==> src/rtl/rsa_ip_ctrl_pkg.sv <==
// Shared types and sizing helpers for the RSA_IP sequencer and its modular
// exponentiation step.
package rsa_ip_ctrl_pkg;

   localparam int RSA_WIDTH   = 3;
   localparam int RSA_SETTLE  = 1;
   localparam int RSA_MSG_NUM = 8;

   localparam int RSA_NW = 2 * RSA_WIDTH;
   localparam int RSA_PW = 4 * RSA_WIDTH;

   typedef enum logic [2:0] {
      ST_IDLE,
      ST_LOAD,
      ST_SETTLE,
      ST_EXP,
      ST_OUT
   } rsa_state_t;

   // A counter that only ever holds 0 still needs one bit of storage.
   function automatic int cnt_width(input int range);
      return (range <= 2) ? 1 : $clog2(range);
   endfunction

   localparam int RSA_MSG_CW    = cnt_width(RSA_MSG_NUM);
   localparam int RSA_BIT_CW    = cnt_width(RSA_NW);
   localparam int RSA_SETTLE_CW = cnt_width(RSA_SETTLE + 1);

endpackage

==> src/rtl/rsa_ip_ctrl_modexp_step.sv <==
// One square-and-multiply step of M = C^D mod N: acc_next = acc^2 [* base] mod n,
// with a degenerate modulus (n <= 1) forcing the result to zero.
module rsa_modexp_step
   import rsa_ip_ctrl_pkg::*;
#(
   parameter int NW = RSA_NW
) (
   input  logic [NW-1:0] acc,
   input  logic [NW-1:0] base,
   input  logic          exp_bit,
   input  logic [NW-1:0] n,
   output logic [NW-1:0] acc_next
);

   localparam int PW = 2 * NW;

   logic          degenerate;
   logic [PW-1:0] n_ext;
   logic [PW-1:0] sq;
   logic [PW-1:0] sq_mod;
   logic [PW-1:0] mul;
   logic [PW-1:0] mul_mod;

   // The divisor is swapped for 1 on a degenerate modulus so no divide-by-zero
   // path exists; the result is then overridden to 0 anyway.
   always_comb begin
      degenerate = (n <= NW'(1));
      n_ext      = degenerate ? PW'(1) : PW'(n);
      sq         = PW'(acc) * PW'(acc);
      sq_mod     = sq % n_ext;
      mul        = exp_bit ? (sq_mod * PW'(base)) : sq_mod;
      mul_mod    = mul % n_ext;
      acc_next   = degenerate ? '0 : NW'(mul_mod);
   end

endmodule

==> src/rtl/rsa_ip_ctrl.sv <==
// Sequencer around the combinational RSA_IP key generator: gathers a key set and
// MSG_NUM ciphertexts, captures N/D, decrypts each message and streams plaintexts out.
module rsa_ip_ctrl
   import rsa_ip_ctrl_pkg::*;
#(
   parameter int WIDTH   = RSA_WIDTH,
   parameter int SETTLE  = RSA_SETTLE,
   parameter int MSG_NUM = RSA_MSG_NUM
) (
   input  logic               clk,
   input  logic               rst,
   input  logic               in_valid,
   input  logic [WIDTH-1:0]   in_p,
   input  logic [WIDTH-1:0]   in_q,
   input  logic [2*WIDTH-1:0] in_e,
   input  logic [2*WIDTH-1:0] in_c,
   output logic [WIDTH-1:0]   ip_p,
   output logic [WIDTH-1:0]   ip_q,
   output logic [2*WIDTH-1:0] ip_e,
   input  logic [2*WIDTH-1:0] ip_n,
   input  logic [2*WIDTH-1:0] ip_d,
   output logic               out_valid,
   output logic [2*WIDTH-1:0] out_m
);

   localparam int NW    = 2 * WIDTH;
   localparam int MSG_W = cnt_width(MSG_NUM);
   localparam int BIT_W = cnt_width(NW);
   localparam int SET_W = cnt_width(SETTLE + 1);

   rsa_state_t state;
   rsa_state_t state_next;

   logic [MSG_W-1:0] beat_cnt;
   logic [MSG_W-1:0] msg_cnt;
   logic [MSG_W-1:0] msg_inc;
   logic [BIT_W-1:0] bit_cnt;
   logic [SET_W-1:0] settle_cnt;

   logic [NW-1:0] msg_buf [MSG_NUM];
   logic [NW-1:0] n_r;
   logic [NW-1:0] d_r;
   logic [NW-1:0] acc;
   logic [NW-1:0] acc_src;
   logic [NW-1:0] acc_next;
   logic [NW-1:0] base;
   logic [NW-1:0] first_out;
   logic          exp_bit;

   logic beat_last;
   logic msg_last;
   logic bit_last;
   logic settle_last;

   always_comb begin
      beat_last   = (beat_cnt == MSG_W'(MSG_NUM - 1));
      msg_last    = (msg_cnt == MSG_W'(MSG_NUM - 1));
      bit_last    = (bit_cnt == BIT_W'(NW - 1));
      settle_last = (settle_cnt == SET_W'(SETTLE - 1));
      msg_inc     = msg_cnt + MSG_W'(1);
   end

   // Each message restarts from acc = 1 on its first bit, scanning d_r MSB-first.
   always_comb begin
      acc_src   = (bit_cnt == '0) ? NW'(1) : acc;
      base      = msg_buf[msg_cnt];
      exp_bit   = d_r[BIT_W'(NW - 1) - bit_cnt];
      first_out = (MSG_NUM == 1) ? acc_next : msg_buf[0];
   end

   rsa_modexp_step #(
      .NW (NW)
   ) u_step (
      .acc      (acc_src),
      .base     (base),
      .exp_bit  (exp_bit),
      .n        (n_r),
      .acc_next (acc_next)
   );

   always_ff @(posedge clk) begin
      if (rst) begin
         state <= ST_IDLE;
      end else begin
         state <= state_next;
      end
   end

   always_comb begin
      state_next = state;
      case (state)
         ST_IDLE: begin
            if (in_valid) begin
               state_next = (MSG_NUM == 1) ? ST_SETTLE : ST_LOAD;
            end
         end
         ST_LOAD: begin
            if (in_valid && beat_last) begin
               state_next = ST_SETTLE;
            end
         end
         ST_SETTLE: begin
            if (settle_last) begin
               state_next = ST_EXP;
            end
         end
         ST_EXP: begin
            if (bit_last && msg_last) begin
               state_next = ST_OUT;
            end
         end
         ST_OUT: begin
            if (msg_last) begin
               state_next = ST_IDLE;
            end
         end
         default: state_next = ST_IDLE;
      endcase
   end

   // The first plaintext is loaded into the output register on the same edge that
   // enters OUT, so out_valid lines up exactly with the OUT cycles.
   always_ff @(posedge clk) begin
      if (rst) begin
         ip_p       <= '0;
         ip_q       <= '0;
         ip_e       <= '0;
         out_valid  <= 1'b0;
         out_m      <= '0;
         beat_cnt   <= '0;
         msg_cnt    <= '0;
         bit_cnt    <= '0;
         settle_cnt <= '0;
         n_r        <= '0;
         d_r        <= '0;
         acc        <= '0;
      end else begin
         case (state)
            ST_IDLE: begin
               if (in_valid) begin
                  ip_p       <= in_p;
                  ip_q       <= in_q;
                  ip_e       <= in_e;
                  msg_buf[0] <= in_c;
                  beat_cnt   <= MSG_W'(1);
                  settle_cnt <= '0;
               end
            end
            ST_LOAD: begin
               if (in_valid) begin
                  msg_buf[beat_cnt] <= in_c;
                  beat_cnt          <= beat_cnt + MSG_W'(1);
               end
            end
            ST_SETTLE: begin
               if (settle_last) begin
                  n_r        <= ip_n;
                  d_r        <= ip_d;
                  settle_cnt <= '0;
                  bit_cnt    <= '0;
                  msg_cnt    <= '0;
               end else begin
                  settle_cnt <= settle_cnt + SET_W'(1);
               end
            end
            ST_EXP: begin
               acc <= acc_next;
               if (bit_last) begin
                  bit_cnt          <= '0;
                  msg_buf[msg_cnt] <= acc_next;
                  if (msg_last) begin
                     msg_cnt   <= '0;
                     out_valid <= 1'b1;
                     out_m     <= first_out;
                  end else begin
                     msg_cnt <= msg_inc;
                  end
               end else begin
                  bit_cnt <= bit_cnt + BIT_W'(1);
               end
            end
            ST_OUT: begin
               if (msg_last) begin
                  out_valid <= 1'b0;
                  out_m     <= '0;
                  msg_cnt   <= '0;
                  beat_cnt  <= '0;
               end else begin
                  out_m   <= msg_buf[msg_inc];
                  msg_cnt <= msg_inc;
               end
            end
            default: begin
               out_valid <= 1'b0;
               out_m     <= '0;
            end
         endcase
      end
   end

endmodule
==> config.mk <==
export PLATFORM = sky130hd
export DESIGN_NAME = rsa_ip_ctrl
export DESIGN_NICKNAME = d
export VERILOG_FILES = /design/src/rtl/rsa_ip_ctrl_pkg.sv /design/src/rtl/rsa_ip_ctrl_modexp_step.sv /design/src/rtl/rsa_ip_ctrl.sv
export SDC_FILE = /design/constraint.sdc
export NUM_CORES = 1
export LEC_CHECK = 0
export BUFFER_PORTS_ARGS = -buffer_cell sky130_fd_sc_hd__buf_2
export CAP_MARGIN = 25
export CORE_ASPECT_RATIO = 1.4
export CORE_MARGIN = 10
export CORE_UTILIZATION = 55
export DETAILED_ROUTE_END_ITERATION = 12
export PLACE_DENSITY = 0.86
export SKIP_LAST_GASP = 1
export SLEW_MARGIN = 20
export SYNTH_ARGS = -nofsm -noshare
export SYNTH_HDL_FRONTEND = slang
export SYNTH_SLANG_ARGS = --single-unit
==> constraint.sdc <==
create_clock -name clk -period 50.4 [get_ports clk]
set_input_delay 10.08 -clock clk [delete_from_list [all_inputs] [get_ports clk]]
set_output_delay 10.08 -clock clk [all_outputs]
set_load 0.02 [all_outputs]
# Word-level counts from Yosys, hierarchy flattened
# Memory sizes are Yosys's and may differ from the RTL's. A register that Yosys moved wholly into a read port is not among the register bits.
# Index checks and enable logic that the tools add are counted.
dict set report word_totals {
  regBits 50
  mem_bits_rw 48
  n_memories 1
}
# name words width read_ports rd_clocked_by_memory_dff wr line
set mem_list {}
lappend mem_list {msg_buf 8 6 3 1 1 rsa_ip_ctrl.sv:40} ;# logic [NW-1:0] msg_buf [MSG_NUM];
dict set report op_classes {
  addsub 5
  n_mul 2
  n_div 2
  n_lt_le_gt_ge 2
  eq_ne 15
  n_mux 50
  n_bitwise 2
  reduce_logical 20
}
# op n
set op_table {}
lappend op_table {{$mux 6} 8}
lappend op_table {{$mux 3} 14}
lappend op_table {{$mod 12x12->12} 2}
lappend op_table {{$mux 1} 19}
lappend op_table {{$pmux 3 s3} 2}
lappend op_table {{$pmux 6 s3} 1}
lappend op_table {{$ne 2x2->1 const B} 8}
lappend op_table {{$pmux 3 s5} 1}
lappend op_table {{$eq 3x3->1 const B} 4}
lappend op_table {{$mul 12x6->12} 1}
lappend op_table {{$mul 6x6->12} 1}
lappend op_table {{$mux 12} 1}
lappend op_table {{$reduce_or 6->1} 2}
lappend op_table {{$add 3x1->3 const B} 3}
lappend op_table {{$reduce_and 2->1} 4}
lappend op_table {{$reduce_and 4->1} 2}
lappend op_table {{$eq 3x2->1 const B} 2}
lappend op_table {{$le 6x1->1 const B} 1}
lappend op_table {{$logic_not 3->1} 2}
lappend op_table {{$pmux 3 s2} 1}
lappend op_table {{$reduce_and 3->1} 2}
lappend op_table {{$reduce_bool 3->1} 2}
lappend op_table {{$reduce_and 5->1} 1}
lappend op_table {{$lt 3x4->1 const B} 1}
lappend op_table {{other kinds (10)} 13}

# Logic depth before layout (Yosys ltp)
dict set report depth {
  depth_word 9
  mapped_depth 263
}

# Cells and area by module
# From an unflattened synthesis, not the netlist that was laid out.
dict set report hier_totals {
  cells_unflattened 1686
  area_unflattened_um2 14391.3
}
# mod n_inst cells_per_inst area_per_inst_um2 seq_area_each_um2
set by_module_without_submodules {}
lappend by_module_without_submodules {rsa_modexp_step 1 1286 9705.6 0.0}
lappend by_module_without_submodules {rsa_ip_ctrl 1 400 4685.7 2482.4}

# Worst setup path before layout
# Ideal clock, no wire load.
dict set report synth_timing {
  kind {flip-flop to flip-flop}
  start {reg bit_cnt[0]}
  end {mem msg_buf[0][0] (netlist bit), data pin}
  setup_ns 0.277
  arrival_ns 46.980
  required_time_ns 50.123
  setup_slack_ns 3.142
  stages_incl_launch_ff 249
  synth_period_minus_slack_ns 47.258
  cell_sequence {dfxtp_1 inv_1 ha_1 nand2b_1 clkbuf_1 nand3_1 fa_1 fa_1 inv_1 fa_1 inv_1 ha_1 a211oi_2 o211ai_1 a21oi_1 xor2_1 ha_1 a21oi_1 [213 not listed] nand2b_1 nor2_1 nand3_1 mux2_2 inv_1 ha_1 nand2_1 nand2_1 a21oi_1 nor2b_1 o21ai_0 nand2b_1 a211oi_1 o21ai_0 a211o_1 buf_6 mux2i_1 a22o_1}
}
dict set report synth_between {
  elab_chain_cells 9
  elab_cells_between_ends 18
  classes_between {add/sub: 1; mul: 2; div: 2; eq/ne: 1; mux: 10; reduce/logical: 2}
}
# item line
set synth_lines {}
lappend synth_lines {{start, declared} rsa_ip_ctrl.sv:37} ;# logic [BIT_W-1:0] bit_cnt;
lappend synth_lines {{start signal, assigned} rsa_ip_ctrl.sv:179} ;# bit_cnt <= bit_cnt + BIT_W'(1);
lappend synth_lines {{$logic_not 3->1} rsa_ip_ctrl.sv:65} ;# acc_src = (bit_cnt == '0) ? NW'(1) : acc;
lappend synth_lines {{$mux 6} rsa_ip_ctrl.sv:65}
lappend synth_lines {{$mul 6x6->12} rsa_ip_ctrl_modexp_step.sv:29} ;# sq = PW'(acc) * PW'(acc);
lappend synth_lines {{$mod 12x12->12} rsa_ip_ctrl_modexp_step.sv:30} ;# sq_mod = sq % n_ext;
lappend synth_lines {{$mul 12x6->12} rsa_ip_ctrl_modexp_step.sv:31} ;# mul = exp_bit ? (sq_mod * PW'(base)) : sq_mod;
lappend synth_lines {{$mux 12} rsa_ip_ctrl_modexp_step.sv:31}
lappend synth_lines {{$mod 12x12->12} rsa_ip_ctrl_modexp_step.sv:32} ;# mul_mod = mul % n_ext;
lappend synth_lines {{$mux 6} rsa_ip_ctrl_modexp_step.sv:33} ;# acc_next = degenerate ? '0 : NW'(mul_mod);
lappend synth_lines {{$mux 6 (no source line) *} n/a}
lappend synth_lines {{end, declared} rsa_ip_ctrl.sv:40}
# Mark *: on every way between the ends. The rest lies on a longest branch, timed or not. The select of a mux whose other input is x is not followed.

# Final worst setup path
dict set report layout_timing {
  start {reg bit_cnt[0]}
  end {mem msg_buf[0][3] (netlist bit), data pin}
}
# Same word-level chain as after synthesis.

==> metrics <==
register area share after synthesis 17.9%; CP startpoint kind flop; clk sinks 100; largest net degree at the start of global routing between 50 and 60; Final Hold Fails 0; grt ovf 0; die height around 210 um; clk buf depth 2; Setup Viol. Count Final 0; cts hold-fix bufs 0; GPL Wtd Cong approximately 0.97; antenna cells 0; Avg Inst Size Synth about 8.3 um^2; Crit path buffers/inverters 16; Synth area leader ha_1; initial antenna violation count 0; Least-Margin Pin Slew approximately 1.1 ns; most frequent cell after synthesis nor2_1; starting density of the core 56.1%; Die Footprint 32,100 um^2; most instantiated cells after synthesis nor2_1, nand2_1, ha_1, a21oi_1, inv_1; clock root cell clkbuf_16; syn_nets 1,899; Yosys warning count 0; chip width roughly 150 um; FF-to-FF Start bit_cnt[0]$_SDFFE_PP0N_; setup TNS 0 ns; worst setup path startpoint bit_cnt[0]$_SDFFE_PP0N_; Port Buffers 51; Post-Synthesis Cells 1,670; vias in the first global route roughly 13,000; R2R depth 247; critical path's top delay family compound AO/OA/AOI/OAI gates; Clk Latency, worst-skew pair around 0.35 ns; global-route wire length before repair approximately 60,000 um; MaxCap Viol Count 0; Req. time, crit path slightly above 50 ns; Crit path top cell by count o21a_1; final WL 38,300 um; all-layer global routing usage 22.3%; drt wl/cell roughly 19 um; Crit path largest cell delay ~0.54 ns; Max Slew Vio Count 0; status complete, no violations; number of enable flip-flop cells after synthesis between 40 and 50; Synth cell types around 100; period utilisation layout 95.2%; NumNets Final 1,967; asr flop ratio synth 0%; crit path DAT 48.07 ns; HP Class flop to flop; row count around 70; Main synth FF type dfxtp_1; critical path depth around 250; slowest CP cell fa_1; DRT antenna net count 0; crit path to msg_buf[0][3]$_DFFE_PP_; Worst-path clk slew roughly 0.070 ns; CTS tree done; #FFs+latches synth 100; CTS Buf Count 9; Synth top area share 14.0%; R2R Setup Slk 2.40 ns; R2R Path End msg_buf[0][3]$_DFFE_PP_; CP Class flop to flop; Via density roughly 6.4; top cells by area, synth ha_1, edfxtp_1, dfxtp_1, fa_1, nor2_1; DRC violations left 0; vias approximately 13,000; area of the core ~25,000 um^2; crit path time final ~48 ns; post-detail-place hpwl a little under 30,000 um; fmax between 20 and 25 MHz; H-tree depth 3; count of TritonRoute iterations in the first routing pass 6; 1st-iter DRT viols about 840; CP Max Fanout 11; Slew headroom roughly a quarter; Layout area overhead 11.6%; share of post-route cells with drive strength above 1 18.6%; Worst setup EP type flop; clock skew 0.00837 ns; I/O Pins 52; Syn Std Cell Area 13,900 um^2
==> worst reg2reg max path: cells and delay by family (launching register included) <==
kind / cells / cell delay, ns
AO/OA/AOI/OAI: 110 / 20.21
buffers and inverters: 16 / 1.36
AND/OR/NAND/NOR: 72 / 10.62
multiplexers: 11 / 3.48
XOR/XNOR: 4 / 0.82
adder cells (fa/ha/maj): 34 / 10.84
flip-flops: 1 / 0.39
==> worst min-delay path by stage <==
stage                               from                   end  cells past startpoint  slack (ns)
global route        ip_p[1]$_SDFFE_PP0P_  ip_p[1]$_SDFFE_PP0P_                      2        0.47
detailed placement  ip_p[1]$_SDFFE_PP0P_  ip_p[1]$_SDFFE_PP0P_                      2        0.45
floorplan            d_r[0]$_SDFFE_PP0P_   d_r[0]$_SDFFE_PP0P_                      2        0.43
CTS                 ip_p[1]$_SDFFE_PP0P_  ip_p[1]$_SDFFE_PP0P_                      2        0.45
global placement    ip_e[2]$_SDFFE_PP0P_  ip_e[2]$_SDFFE_PP0P_                      2        0.44
finish              ip_p[1]$_SDFFE_PP0P_  ip_p[1]$_SDFFE_PP0P_                      2        0.45
==> layout by cell type, fill, tap and decap left out, drive strengths merged, types with 14 or more instances in the layout <==
cell type / n
a211oi: 18
a21o: 34
a21oi: 125
and2: 23
and3: 19
buf: 104
dfxtp: 52
edfxtp: 48
fa: 41
ha: 155
inv: 102
mux2: 33
mux2i: 40
mux4: 25
nand2: 160
nand2b: 38
nand3: 24
nand4: 15
nor2: 183
nor2b: 25
nor3: 66
o211ai: 16
o21a: 63
o21ai: 71
o31ai: 14
or2: 21
or3: 15
xnor2: 38
xor2: 27
==> area by class of cell <==
type | instances | area [um^2]
repair buffers | 104 | 652
clock buffers | 9 | 225
well taps | 315 | 394
inverters | 99 | 372
multi-input cells | 1424 | 11300
flip-flops and latches | 100 | 2490
clock inverters | 7 | 71.3
fillers | 1921 | 9250
==> metal layers <==
layer	GRT usage [%]	vias to the layer above	share of wire (%)
met4	10.5	0	3.8
met3	2.46	136	5.7
met5	0	-	0
met2	40.6	522	52
met1	25.0	6292	39
li1	-	6220	-
==> logic make-up (layout without fill, tap and decap cells) <==
family,after synthesis,after routing,synth area share (%)
DFF,100,100,17.9
and+or+nand+nor,625,626,22.2
xor gates and xnor gates,65,65,4.26
buffers and inverters,147,219,4.31
muxes,98,98,9.88
adders and majority gates,196,196,19.9
AOI/OAI and AO/OA,439,439,21.6
==> state kept, by name, indices dropped and copies added, names as in the netlist, named ones only <==
register and count:
msg_buf 48, acc 6, d_r 6, ip_e 6, n_r 6, out_m 6
beat_cnt 3, bit_cnt 3, ip_p 3, ip_q 3, msg_cnt 3, state 3
out_valid 1
==> what timing repair did <==
item / CTS / global route
endpoints found under the hold margin: 0 / 0
resized for setup: 15 / 99
gates cloned: 0 / 1
buffers inserted: 0 / 25
pin swaps: 1 / 30
setup endpoints to repair: 54 / 54
==> through the flow <==
step	setup slack [ns]	instance area, um^2	util (%)	hold slack (ns)	std cells
finish	2.40	15500	62.6	0.452	2058
global route	-0.333	15500	62.6	0.471	2058
global placement	0.454	14500	58.6	0.439	2014
floorplan	3.14	13900	-	0.433	1670
CTS	0.0266	14900	60.2	0.454	2032
detailed placement	-0.991	14500	58.7	0.446	2016
Power is not shown: default switching activity piles up to over one toggle a cycle in this logic, so the estimate is an artifact.
